### config.mk
export PLATFORM = sky130hd
export DESIGN_NAME = lcd_8080_bus_master_flat
export DESIGN_NICKNAME = d
export VERILOG_FILES = /design/src/rtl/hx8352_pkg.sv /design/src/rtl/lcd_8080_bus_master_if.sv /design/src/rtl/lcd_phase_timer.sv /design/src/rtl/lcd_8080_bus_master.sv /design/src/flat_wrapper.sv
export SDC_FILE = /design/constraint.sdc
export NUM_CORES = 1
export LEC_CHECK = 0
export CAP_MARGIN = 10
export CORE_MARGIN = 3
export CORE_UTILIZATION = 30
export CTS_BUF_LIST = sky130_fd_sc_hd__clkbuf_8 sky130_fd_sc_hd__clkbuf_16
export DETAILED_ROUTE_END_ITERATION = 8
export PLACE_DENSITY = 0.6
export SYNTH_ARGS = -nofsm -noshare
export SYNTH_HDL_FRONTEND = slang
export SYNTH_HIERARCHICAL = 1
export SYNTH_SLANG_ARGS = --single-unit
### constraint.sdc
create_clock -name clk -period 1.7 [get_ports clk]
set_clock_uncertainty 0.1 [all_clocks]
set_input_delay 0.17 -clock clk [delete_from_list [all_inputs] [get_ports clk]]
set_output_delay 0.17 -clock clk [all_outputs]
set_load 0.03 [all_outputs]
### src/rtl/hx8352_pkg.sv
// Shared constants for the 8080-style LCD bus master: phase encoding,
// default panel timing and the phase-counter sizing helper.
package hx8352_pkg;

  typedef enum logic [1:0] {
    ST_IDLE   = 2'd0,
    ST_SETUP  = 2'd1,
    ST_STROBE = 2'd2,
    ST_HOLD   = 2'd3
  } lcd_state_e;

  localparam int DEF_DATA_WIDTH    = 16;
  localparam int DEF_SETUP_CYCLES  = 1;
  localparam int DEF_STROBE_CYCLES = 1;
  localparam int DEF_HOLD_CYCLES   = 1;

  // Counter holds (cycles - 1), so clog2 of the longest phase suffices.
  function automatic int phase_cnt_width(input int s, input int t, input int h);
    int m;
    m = s;
    if (t > m) m = t;
    if (h > m) m = h;
    return ($clog2(m) < 1) ? 1 : $clog2(m);
  endfunction

endpackage

### src/rtl/lcd_8080_bus_master_if.sv
// Request/response handshake plus split-tristate 8080 panel bus.
// master = bus-master side, slave = requester/panel side.
interface lcd_8080_bus_master_if #(
  parameter int DATA_WIDTH = hx8352_pkg::DEF_DATA_WIDTH
);

  logic                  req_valid;
  logic                  req_ready;
  logic                  req_rs;
  logic                  req_rnw;
  logic [DATA_WIDTH-1:0] req_data;

  logic                  rsp_valid;
  logic [DATA_WIDTH-1:0] rsp_data;

  logic                  lcd_cs_n;
  logic                  lcd_rs;
  logic                  lcd_wr_n;
  logic                  lcd_rd_n;
  logic [DATA_WIDTH-1:0] lcd_data_out;
  logic                  lcd_data_oe;
  logic [DATA_WIDTH-1:0] lcd_data_in;

  modport master (
    input  req_valid, req_rs, req_rnw, req_data, lcd_data_in,
    output req_ready, rsp_valid, rsp_data,
    output lcd_cs_n, lcd_rs, lcd_wr_n, lcd_rd_n, lcd_data_out, lcd_data_oe
  );

  modport slave (
    output req_valid, req_rs, req_rnw, req_data, lcd_data_in,
    input  req_ready, rsp_valid, rsp_data,
    input  lcd_cs_n, lcd_rs, lcd_wr_n, lcd_rd_n, lcd_data_out, lcd_data_oe
  );

endinterface

### src/rtl/lcd_phase_timer.sv
// Loadable down-counter for phase timing; done is high while the count is zero.
// Load has priority; the count saturates at zero instead of wrapping.
module lcd_phase_timer #(
  parameter int CNT_W = 1
) (
  input  logic             clk,
  input  logic             rst,
  input  logic             load,
  input  logic [CNT_W-1:0] load_val,
  output logic             done
);

  logic [CNT_W-1:0] cnt_q;
  logic [CNT_W-1:0] cnt_d;

  always_comb begin
    cnt_d = cnt_q;
    if (load) begin
      cnt_d = load_val;
    end else if (cnt_q != '0) begin
      cnt_d = cnt_q - CNT_W'(1);
    end
  end

  always_ff @(posedge clk or posedge rst) begin
    if (rst) begin
      cnt_q <= '0;
    end else begin
      cnt_q <= cnt_d;
    end
  end

  assign done = (cnt_q == '0);

endmodule

### src/rtl/lcd_8080_bus_master.sv
// 8080-style LCD bus master: one command/data read or write per request.
// Fully registered outputs; req_ready only in IDLE, period SETUP+STROBE+HOLD+1 cycles.
module lcd_8080_bus_master
  import hx8352_pkg::*;
#(
  parameter int DATA_WIDTH    = DEF_DATA_WIDTH,
  parameter int SETUP_CYCLES  = DEF_SETUP_CYCLES,
  parameter int STROBE_CYCLES = DEF_STROBE_CYCLES,
  parameter int HOLD_CYCLES   = DEF_HOLD_CYCLES
) (
  input  logic                  clk,
  input  logic                  rst,
  lcd_8080_bus_master_if.master bus
);

  localparam int CNT_W = phase_cnt_width(SETUP_CYCLES, STROBE_CYCLES, HOLD_CYCLES);
  localparam logic [CNT_W-1:0] SETUP_LOAD  = CNT_W'(SETUP_CYCLES - 1);
  localparam logic [CNT_W-1:0] STROBE_LOAD = CNT_W'(STROBE_CYCLES - 1);
  localparam logic [CNT_W-1:0] HOLD_LOAD   = CNT_W'(HOLD_CYCLES - 1);

  generate
    if (SETUP_CYCLES < 1 || STROBE_CYCLES < 1 || HOLD_CYCLES < 1) begin : g_bad_cycles
      $error("lcd_8080_bus_master: SETUP/STROBE/HOLD_CYCLES must all be >= 1");
    end
    if (DATA_WIDTH != 8 && DATA_WIDTH != 16) begin : g_bad_width
      $error("lcd_8080_bus_master: DATA_WIDTH must be 8 or 16");
    end
  endgenerate

  lcd_state_e            state_q, state_d;
  logic                  rs_q, rs_d;
  logic                  rnw_q, rnw_d;
  logic [DATA_WIDTH-1:0] data_q, data_d;

  logic                  req_ready_q, req_ready_d;
  logic                  rsp_valid_q, rsp_valid_d;
  logic [DATA_WIDTH-1:0] rsp_data_q, rsp_data_d;
  logic                  cs_n_q, cs_n_d;
  logic                  lcd_rs_q, lcd_rs_d;
  logic                  wr_n_q, wr_n_d;
  logic                  rd_n_q, rd_n_d;
  logic                  oe_q, oe_d;
  logic [DATA_WIDTH-1:0] dout_q, dout_d;

  logic                  tmr_load;
  logic [CNT_W-1:0]      tmr_val;
  logic                  tmr_done;
  logic                  accept;
  logic                  active;

  lcd_phase_timer #(
    .CNT_W (CNT_W)
  ) u_phase_timer (
    .clk      (clk),
    .rst      (rst),
    .load     (tmr_load),
    .load_val (tmr_val),
    .done     (tmr_done)
  );

  // req_ready_q is low on the first IDLE cycle after reset, so that cycle never accepts.
  assign accept = (state_q == ST_IDLE) && req_ready_q && bus.req_valid;

  always_comb begin
    state_d     = state_q;
    rs_d        = rs_q;
    rnw_d       = rnw_q;
    data_d      = data_q;
    tmr_load    = 1'b0;
    tmr_val     = '0;
    rsp_valid_d = 1'b0;
    rsp_data_d  = rsp_data_q;

    case (state_q)
      ST_IDLE: begin
        if (accept) begin
          state_d  = ST_SETUP;
          tmr_load = 1'b1;
          tmr_val  = SETUP_LOAD;
          rs_d     = bus.req_rs;
          rnw_d    = bus.req_rnw;
          data_d   = bus.req_data;
        end
      end
      ST_SETUP: begin
        if (tmr_done) begin
          state_d  = ST_STROBE;
          tmr_load = 1'b1;
          tmr_val  = STROBE_LOAD;
        end
      end
      ST_STROBE: begin
        if (tmr_done) begin
          state_d  = ST_HOLD;
          tmr_load = 1'b1;
          tmr_val  = HOLD_LOAD;
          if (rnw_q) begin
            rsp_valid_d = 1'b1;
            rsp_data_d  = bus.lcd_data_in;
          end
        end
      end
      ST_HOLD: begin
        if (tmr_done) begin
          state_d = ST_IDLE;
        end
      end
      default: begin
        state_d = ST_IDLE;
      end
    endcase

    // Pins are decoded from the next state so they line up with it cycle for cycle.
    active      = (state_d != ST_IDLE);
    req_ready_d = !active;
    cs_n_d      = !active;
    lcd_rs_d    = active ? rs_d : 1'b1;
    wr_n_d      = !((state_d == ST_STROBE) && !rnw_d);
    rd_n_d      = !((state_d == ST_STROBE) && rnw_d);
    oe_d        = active && !rnw_d;
    dout_d      = oe_d ? data_d : '0;
  end

  always_ff @(posedge clk or posedge rst) begin
    if (rst) begin
      state_q     <= ST_IDLE;
      rs_q        <= 1'b1;
      rnw_q       <= 1'b0;
      data_q      <= '0;
      req_ready_q <= 1'b0;
      rsp_valid_q <= 1'b0;
      rsp_data_q  <= '0;
      cs_n_q      <= 1'b1;
      lcd_rs_q    <= 1'b1;
      wr_n_q      <= 1'b1;
      rd_n_q      <= 1'b1;
      oe_q        <= 1'b0;
      dout_q      <= '0;
    end else begin
      state_q     <= state_d;
      rs_q        <= rs_d;
      rnw_q       <= rnw_d;
      data_q      <= data_d;
      req_ready_q <= req_ready_d;
      rsp_valid_q <= rsp_valid_d;
      rsp_data_q  <= rsp_data_d;
      cs_n_q      <= cs_n_d;
      lcd_rs_q    <= lcd_rs_d;
      wr_n_q      <= wr_n_d;
      rd_n_q      <= rd_n_d;
      oe_q        <= oe_d;
      dout_q      <= dout_d;
    end
  end

  assign bus.req_ready    = req_ready_q;
  assign bus.rsp_valid    = rsp_valid_q;
  assign bus.rsp_data     = rsp_data_q;
  assign bus.lcd_cs_n     = cs_n_q;
  assign bus.lcd_rs       = lcd_rs_q;
  assign bus.lcd_wr_n     = wr_n_q;
  assign bus.lcd_rd_n     = rd_n_q;
  assign bus.lcd_data_oe  = oe_q;
  assign bus.lcd_data_out = dout_q;

endmodule

### src/flat_wrapper.sv
// flat-port wrapper written by rule: the top's interface ports become plain ports
module lcd_8080_bus_master_flat import hx8352_pkg::*;
#(
  parameter int DATA_WIDTH    = DEF_DATA_WIDTH,
  parameter int SETUP_CYCLES  = DEF_SETUP_CYCLES,
  parameter int STROBE_CYCLES = DEF_STROBE_CYCLES,
  parameter int HOLD_CYCLES   = DEF_HOLD_CYCLES
)
  (clk, rst, bus_req_valid, bus_req_rs, bus_req_rnw, bus_req_data, bus_lcd_data_in, bus_req_ready, bus_rsp_valid, bus_rsp_data, bus_lcd_cs_n, bus_lcd_rs, bus_lcd_wr_n, bus_lcd_rd_n, bus_lcd_data_out, bus_lcd_data_oe);
  lcd_8080_bus_master_if #(.DATA_WIDTH(DATA_WIDTH)) bus_i ();
  input  logic clk;
  input  logic rst;
  input wire logic [$bits(bus_i.req_valid)-1:0] bus_req_valid;
  input wire logic [$bits(bus_i.req_rs)-1:0] bus_req_rs;
  input wire logic [$bits(bus_i.req_rnw)-1:0] bus_req_rnw;
  input wire logic [$bits(bus_i.req_data)-1:0] bus_req_data;
  input wire logic [$bits(bus_i.lcd_data_in)-1:0] bus_lcd_data_in;
  output wire logic [$bits(bus_i.req_ready)-1:0] bus_req_ready;
  output wire logic [$bits(bus_i.rsp_valid)-1:0] bus_rsp_valid;
  output wire logic [$bits(bus_i.rsp_data)-1:0] bus_rsp_data;
  output wire logic [$bits(bus_i.lcd_cs_n)-1:0] bus_lcd_cs_n;
  output wire logic [$bits(bus_i.lcd_rs)-1:0] bus_lcd_rs;
  output wire logic [$bits(bus_i.lcd_wr_n)-1:0] bus_lcd_wr_n;
  output wire logic [$bits(bus_i.lcd_rd_n)-1:0] bus_lcd_rd_n;
  output wire logic [$bits(bus_i.lcd_data_out)-1:0] bus_lcd_data_out;
  output wire logic [$bits(bus_i.lcd_data_oe)-1:0] bus_lcd_data_oe;
  assign bus_i.req_valid = bus_req_valid;
  assign bus_i.req_rs = bus_req_rs;
  assign bus_i.req_rnw = bus_req_rnw;
  assign bus_i.req_data = bus_req_data;
  assign bus_i.lcd_data_in = bus_lcd_data_in;
  assign bus_req_ready = bus_i.req_ready;
  assign bus_rsp_valid = bus_i.rsp_valid;
  assign bus_rsp_data = bus_i.rsp_data;
  assign bus_lcd_cs_n = bus_i.lcd_cs_n;
  assign bus_lcd_rs = bus_i.lcd_rs;
  assign bus_lcd_wr_n = bus_i.lcd_wr_n;
  assign bus_lcd_rd_n = bus_i.lcd_rd_n;
  assign bus_lcd_data_out = bus_i.lcd_data_out;
  assign bus_lcd_data_oe = bus_i.lcd_data_oe;
  lcd_8080_bus_master #(.DATA_WIDTH(DATA_WIDTH), .SETUP_CYCLES(SETUP_CYCLES), .STROBE_CYCLES(STROBE_CYCLES), .HOLD_CYCLES(HOLD_CYCLES)) u_core (.clk(clk), .rst(rst), .bus(bus_i));
endmodule
# Word level (Yosys, flattened, before mapping)
# Cells that the tools add are included.
[totals]
ff_bits = 60
latch_bits = 0
mem_bits_rw = 0
rom_bits = 0
wordCells = 54
mem_count = 0
[classes]
n_addsub = 1
multipliers = 0
div_mod_pow = 0
magnitude_cmp = 0
n_eq_ne = 4
n_shift = 0
muxes = 21
bitwise_logic = 1
reduce_logical = 13
[ops]
columns = ["cell", "n"]
rows = [
  ["2-to-1 mux 16 bit", 3],
  ["2-to-1 mux 1 bit", 12],
  ["2-to-1 mux 2 bit", 4],
  ["one-hot mux 2 bit (4 select lines)", 1],
  ["== test 2 bit (second input constant)", 3],
  ["logical AND 1 bit", 5],
  ["zero test 1 bit", 4],
  ["AND reduction 3 bit", 1],
  ["== test 2 x 1 -> 1 bit (second input constant)", 1],
  ["zero test 2 bit", 1],
  ["one-hot mux 1 bit (2 select lines)", 1],
  ["nonzero test 2 bit", 1],
  ["OR reduction 2 bit", 1],
  ["NOT 1 bit", 1],
  ["subtractor 1 bit (second input constant)", 1],
]

# Logic depth before layout (Yosys ltp)
[logic_depth]
word_depth = 8
mapped_depth = 8
mapped_depth_nobuf = 7

# Modules after synthesis
# Netlist, hierarchy kept.
[by_module_without_submodules]
columns = ["module", "n_inst", "cells_each", "area_each_um2"]
rows = [
  ["lcd_8080_bus_master", 1, 163, 2272.2],
  ["lcd_phase_timer", 1, 4, 38.8],
]

# Least setup slack after synthesis
# Ideal clock, no wire load.
[synth_path]
kind = "reg-to-reg"
from = "register u_core.state_q[0]"
to = "register u_core.oe_q (netlist: u_core/bus.lcd_data_oe)"
setup_ns = 0.133
arrival_ns = 1.540
required_time_ns = 1.467
path_slack_ns = -0.072
stages_incl_launch_ff = 7
period_less_slack_ns = 1.772
path_cell_list = "dfrtp_1 -> inv_1 -> ha_1 -> o32a_1 -> o2bb2ai_1 -> clkbuf_1 -> a21oi_1"
[synth_via]
elab_chain_cells = 7
elab_cells_between_ends = 16
[synth_rtl]
columns = ["item", "line_no", "source"]
rows = [
  ["start: declaration", "lcd_8080_bus_master.sv:30", "lcd_state_e state_q, state_d;"],
  ["start signal: assignment", "lcd_8080_bus_master.sv:140", "state_q <= state_d;"],
  ["zero test 2 bit", "lcd_8080_bus_master.sv:62, lcd_8080_bus_master.sv:74", ""],
  ["logical AND 1 bit (2 in series)", "lcd_8080_bus_master.sv:62", "assign accept = (state_q == ST_IDLE) && req_ready_q && bus.req_valid;"],
  ["2-to-1 mux 2 bit / 2-to-1 mux 1 bit (equally long branches)", "lcd_8080_bus_master.sv:76", "if (accept) begin"],
  ["one-hot mux 2 bit (4 select lines) / 2-to-1 mux 1 bit (equally long branches)", "lcd_8080_bus_master.sv:74", "case (state_q)"],
  ["nonzero test 2 bit / zero test 1 bit (equally long branches)", "lcd_8080_bus_master.sv:114, lcd_8080_bus_master.sv:120", ""],
  ["logical AND 1 bit *", "lcd_8080_bus_master.sv:120", "oe_d = active && !rnw_d;"],
  ["net u_core.oe_d", "lcd_8080_bus_master.sv:42", "logic oe_q, oe_d;"],
  ["end signal: assignment", "lcd_8080_bus_master.sv:137", "oe_q <= 1'b0;"],
  ["end signal: assignment", "lcd_8080_bus_master.sv:151", "oe_q <= oe_d;"],
  ["end: declaration", "lcd_8080_bus_master.sv:42", ""],
]
# The timed path passes the listed nets; every way through them passes the cells marked *.
# A chain may end at the register's enable or synchronous reset.

# Final worst setup path
[layout_path]
from = "register u_core.state_q[0]"
to = "register u_core.dout_q[11] (netlist: u_core/bus.lcd_data_out[11])"
[layout_via]
elab_chain_cells = 8
elab_cells_between_ends = 19
[layout_rtl]
columns = ["item", "line_no", "source"]
rows = [
  ["zero test 2 bit", "lcd_8080_bus_master.sv:62, lcd_8080_bus_master.sv:74", ""],
  ["logical AND 1 bit (2 in series)", "lcd_8080_bus_master.sv:62", ""],
  ["2-to-1 mux 2 bit / 2-to-1 mux 1 bit (equally long branches)", "lcd_8080_bus_master.sv:76", ""],
  ["one-hot mux 2 bit (4 select lines) / 2-to-1 mux 1 bit (equally long branches)", "lcd_8080_bus_master.sv:74", ""],
  ["nonzero test 2 bit / zero test 1 bit (equally long branches)", "lcd_8080_bus_master.sv:114, lcd_8080_bus_master.sv:120", ""],
  ["logical AND 1 bit", "lcd_8080_bus_master.sv:120", ""],
  ["2-to-1 mux 16 bit *", "lcd_8080_bus_master.sv:121", "dout_d = oe_d ? data_d : '0;"],
  ["net u_core.dout_d[11]", "lcd_8080_bus_master.sv:43", "logic [DATA_WIDTH-1:0] dout_q, dout_d;"],
  ["end signal: assignment", "lcd_8080_bus_master.sv:152", "dout_q <= dout_d;"],
  ["end: declaration", "lcd_8080_bus_master.sv:43", ""],
]
# Marked as above.

==> out/metrics.sh <==
OUTCOME='finished, violations left'
VIOLATIONS='setup timing'
SYN-INSTANCE-COUNT=167
DRV_SLEW=0
CELLLEAKAGEPOWER_uW=0.00167
CTS_TREE='yes'
PORT-BUFFER-COUNT=75
WORST_SETUP_PATH_START_KIND='register'
MET3_WIRE_LENGTH_UM=309
SYNTH_SEQ_CELLS=60
HOLD_VIOLATIONS=0
WORSTPATHARRIVAL_PS=1950
VIAS_PER_CELL=4.32
ELEMENT_TYPE_AT_THE_CRITICAL_PATH_END='register'
TOTALWIRELENGTH_MM=5.59
CTS_BUFFERS=9
CLK_LATENCY_PS=330
DESIGN.DIE.AREA_SQ_UM=8790
AREA_GROWTH_SYN_TO_LAYOUT_PCT=62.0
MAXCAPVIOLCOUNT=0
SYN-MEAN-INSTANCE-AREA_SQ_UM=13.8
CORE_REGION_AREA_SQ_UM=7370
POWERDENSITY_nW_PER_UM2=2160
SHARE_OF_SYNTHESIZED_AREA_OCCUPIED_BY_FLIP_FLOPS_AND_LATCHES_PCT=65.2
STD_CELL_ROWS=31
MAXIMUM_RESISTIVE_DROP_ON_VDD_uV=849
CRIT-REG2REG-LAUNCH='u_core/state_q[0]$_DFF_PP0_'
FIRST_GLOBAL_VIAS=1717
FIRST_ITER_VIOLATIONS=17
DIE_HEIGHT_UM=93.8
BOUNDARYPINS=76
TIMING.CRITICAL_PATH.FROM='u_core/state_q[0]$_DFF_PP0_'
ANTENNA_FOUND_INITIAL=0
GRT_REMAINING_OVERFLOW=0
TOTAL_POWER_uW=8080
INITIAL_CORE_UTILIZATION_PCT=31.4
CTSHTREEMAXLEVEL=3
YS_WARN_COUNT=6
SYNTH.DISTINCT_CELLS=26
CRITPATHCAPTURE='u_core/bus.lcd_data_out[11]$_DFF_PP0_'
CHIPWIDTH_UM=93.8
CTS_ROOT_BUFFER='sky130_fd_sc_hd__clkbuf_8'
LAYOUT.CELLS.MOST_COMMON_LIST='70 x sky130_fd_sc_hd__clkdlybuf4s50_1, 53 x sky130_fd_sc_hd__dfrtp_1, 27 x sky130_fd_sc_hd__mux2_2'
FINAL.MIN_CLOCK_PERIOD_PS=1830
PRE_CTS_SLACK_PS=-143
DRT_PASS1_ITERATIONS=4
R2R-END='u_core/bus.lcd_data_out[11]$_DFF_PP0_'
FF2FF_SETUP_SLACK_PS=-130
MAX_FREQ_GHz=0.546
CP_MAX_FO=8
DETAILEDPLACEMENTHPWL_MM=3.60
HIGHEST_LAYER='met4'
FIN_NETS=312
SYNTH.CELL_AREA_SQ_UM=2310
HOLD_PATH.CLASS='input port to register'
WIRE_LENGTH_OF_THE_FIRST_GLOBAL_ROUTING_PASS_MM=8.36
ROUTED-WL-MET2_MM=2.75
CTS_BUFFER_DEPTH=2
FINAL_COMMON_CELL='sky130_fd_sc_hd__clkdlybuf4s50_1'
DRC_ERRORS=0
ROUTE.DETAILED.WL_PER_INST_UM=14.9
INSERTEDDIODECOUNT=0
TIMING.FINAL.CRIT_SHARE_PCT=108
FIN_HOLD_WS_PS=345
TIMING.FINAL.WS_SETUP_PS=-130
FINALSETUPVIOLATIONS=25
CLOCK_SINK_COUNT=60
ROUTED-VIA-COUNT=1619
DRTANTENNAVIOLNETS=0
POST_ROUTE_CELLS_DRIVE_ABOVE_1_SHARE_PCT=38.8
PLACE.GP.CONGESTION=0.806
REG2REG_DEPTH=6
SETUP_TNS_PS=-2140
MET1_LENGTH_MM=2.43
CLK_PIN_SLEW_PS=70
GRT_SETUP_UNREPAIRED='yes'
WORST-SETUP-PATH-TYPE='register to register'
SYN_NETS=208
CRITICAL_PATH_REQUIRED_PS=1820
PIN_COUNT_OF_THE_BIGGEST_NET_ENTERING_GLOBAL_ROUTING=29
GRT.TOTAL_USAGE_PCT=12.7
state kept, by name, summed over array words and instances, names as in the netlist:
name,flops
u_core/u_phase_timer/cnt_q,1
u_core/bus.lcd_rs,1
u_core/rs_q,1
u_core/bus.lcd_rd_n,1
u_core/rnw_q,1
u_core/state_q,2
u_core/bus.lcd_wr_n,1
u_core/bus.lcd_data_out,16
u_core/data_q,16
u_core/bus.lcd_cs_n,1
u_core/bus.rsp_data,16
u_core/bus.req_ready,1
u_core/bus.lcd_data_oe,1
u_core/bus.rsp_valid,1
per-layer routing:
metal / track usage [%] / vias to the layer above
li1: - / 775
met1: 15.7 / 792
met2: 19.5 / 42
met3: 4.01 / 10
met4: 7.22 / 0
met5: 0 / -
critical path: stages (launching register included):
cell,delay [ps]
sky130_fd_sc_hd__dfrtp_2,450
sky130_fd_sc_hd__ha_4,180
sky130_fd_sc_hd__nor2b_4,120
sky130_fd_sc_hd__o32a_1,370
sky130_fd_sc_hd__o2bb2ai_4,230
sky130_fd_sc_hd__buf_6,180
sky130_fd_sc_hd__a21oi_1,80
through the flow:
step                cell area, sq um  cells  util [%]
floorplan                       2340    167         -
global placement                3310    348      44.9
detailed placement              3310    348      44.9
CTS                             3540    367      48.0
global route                    3740    375      50.8
finish                          3740    375      50.8
kinds of logic after synthesis:
kind of cell / share of synthesized area, %
other: 0.162
DFF: 65.2
muxes: 17.2
and+or+nand+nor: 5.47
adders and majority gates: 2.17
buffers and inverters: 3.90
AOI/OAI and AO/OA: 5.85
synthesized netlist by cell type:
library cell,count,share of area (%)
sky130_fd_sc_hd__buf_4,2,0.65
sky130_fd_sc_hd__o2bb2ai_1,1,0.38
sky130_fd_sc_hd__nor2_1,1,0.16
sky130_fd_sc_hd__dfrtp_1,55,60
sky130_fd_sc_hd__mux2_4,1,0.65
sky130_fd_sc_hd__mux2_2,32,16
sky130_fd_sc_hd__nand3_2,1,0.43
sky130_fd_sc_hd__clkbuf_1,1,0.16
sky130_fd_sc_hd__and2_1,2,0.54
sky130_fd_sc_hd__mux2i_4,1,0.97
sky130_fd_sc_hd__nand2_1,19,3.1
sky130_fd_sc_hd__a21o_1,1,0.32
sky130_fd_sc_hd__or3_1,1,0.27
sky130_fd_sc_hd__inv_1,8,1.3
sky130_fd_sc_hd__o21ba_1,1,0.43
sky130_fd_sc_hd__o32ai_1,1,0.38
sky130_fd_sc_hd__ha_1,4,2.2
sky130_fd_sc_hd__inv_2,1,0.16
sky130_fd_sc_hd__buf_2,3,0.65
sky130_fd_sc_hd__conb_1,1,0.16
sky130_fd_sc_hd__buf_6,2,0.97
sky130_fd_sc_hd__nand3_1,2,0.43
sky130_fd_sc_hd__nor2b_1,2,0.54
sky130_fd_sc_hd__dfstp_2,5,5.7
sky130_fd_sc_hd__o32a_1,1,0.43
sky130_fd_sc_hd__a21oi_1,18,3.9
worst min path at each step:
stage,startpoint,end,slack [ps],depth (start not counted)
after detailed placement,rst,u_core/u_phase_timer/cnt_q$_DFF_PP0_,300,2
after CTS,bus_lcd_data_in[10],u_core/bus.rsp_data[10]$_DFFE_PP0P_,330,2
final,bus_lcd_data_in[10],u_core/bus.rsp_data[10]$_DFFE_PP0P_,340,2
after global placement,rst,u_core/u_phase_timer/cnt_q$_DFF_PP0_,300,2
after global routing,bus_lcd_data_in[8],u_core/bus.rsp_data[8]$_DFFE_PP0P_,340,2
after floorplan,rst,u_core/u_phase_timer/cnt_q$_DFF_PP0_,-200,1
final cells by class:
| cell class | instances | area, sq um |
|---|---|---|
| inverters | 9 | 40.0 |
| multi-input cells | 90 | 875 |
| flip-flops and latches | 60 | 1510 |
| clock buffers | 10 | 138 |
| well taps | 99 | 124 |
| clock inverters | 6 | 25.0 |
| fillers | 656 | 3630 |
| repair buffers | 101 | 1030 |
where the power goes:
part	switching [uW]	total (uW)	internal, uW
clock	523	1070	542
sequential	281	2390	2110
combinational	2340	4620	2290
repair_timing:
action / 4_1_cts / 5_1_grt
endpoints found under the setup margin: 26 / 39
cloned: 0 / 2
endpoints found under the hold margin: 1 / 0
pin swaps: 1 / 15
gates resized for setup: 16 / 34
hold buffers: 1 / 0
setup buffers: 2 / 6
(Power assumes the default switching activity.)
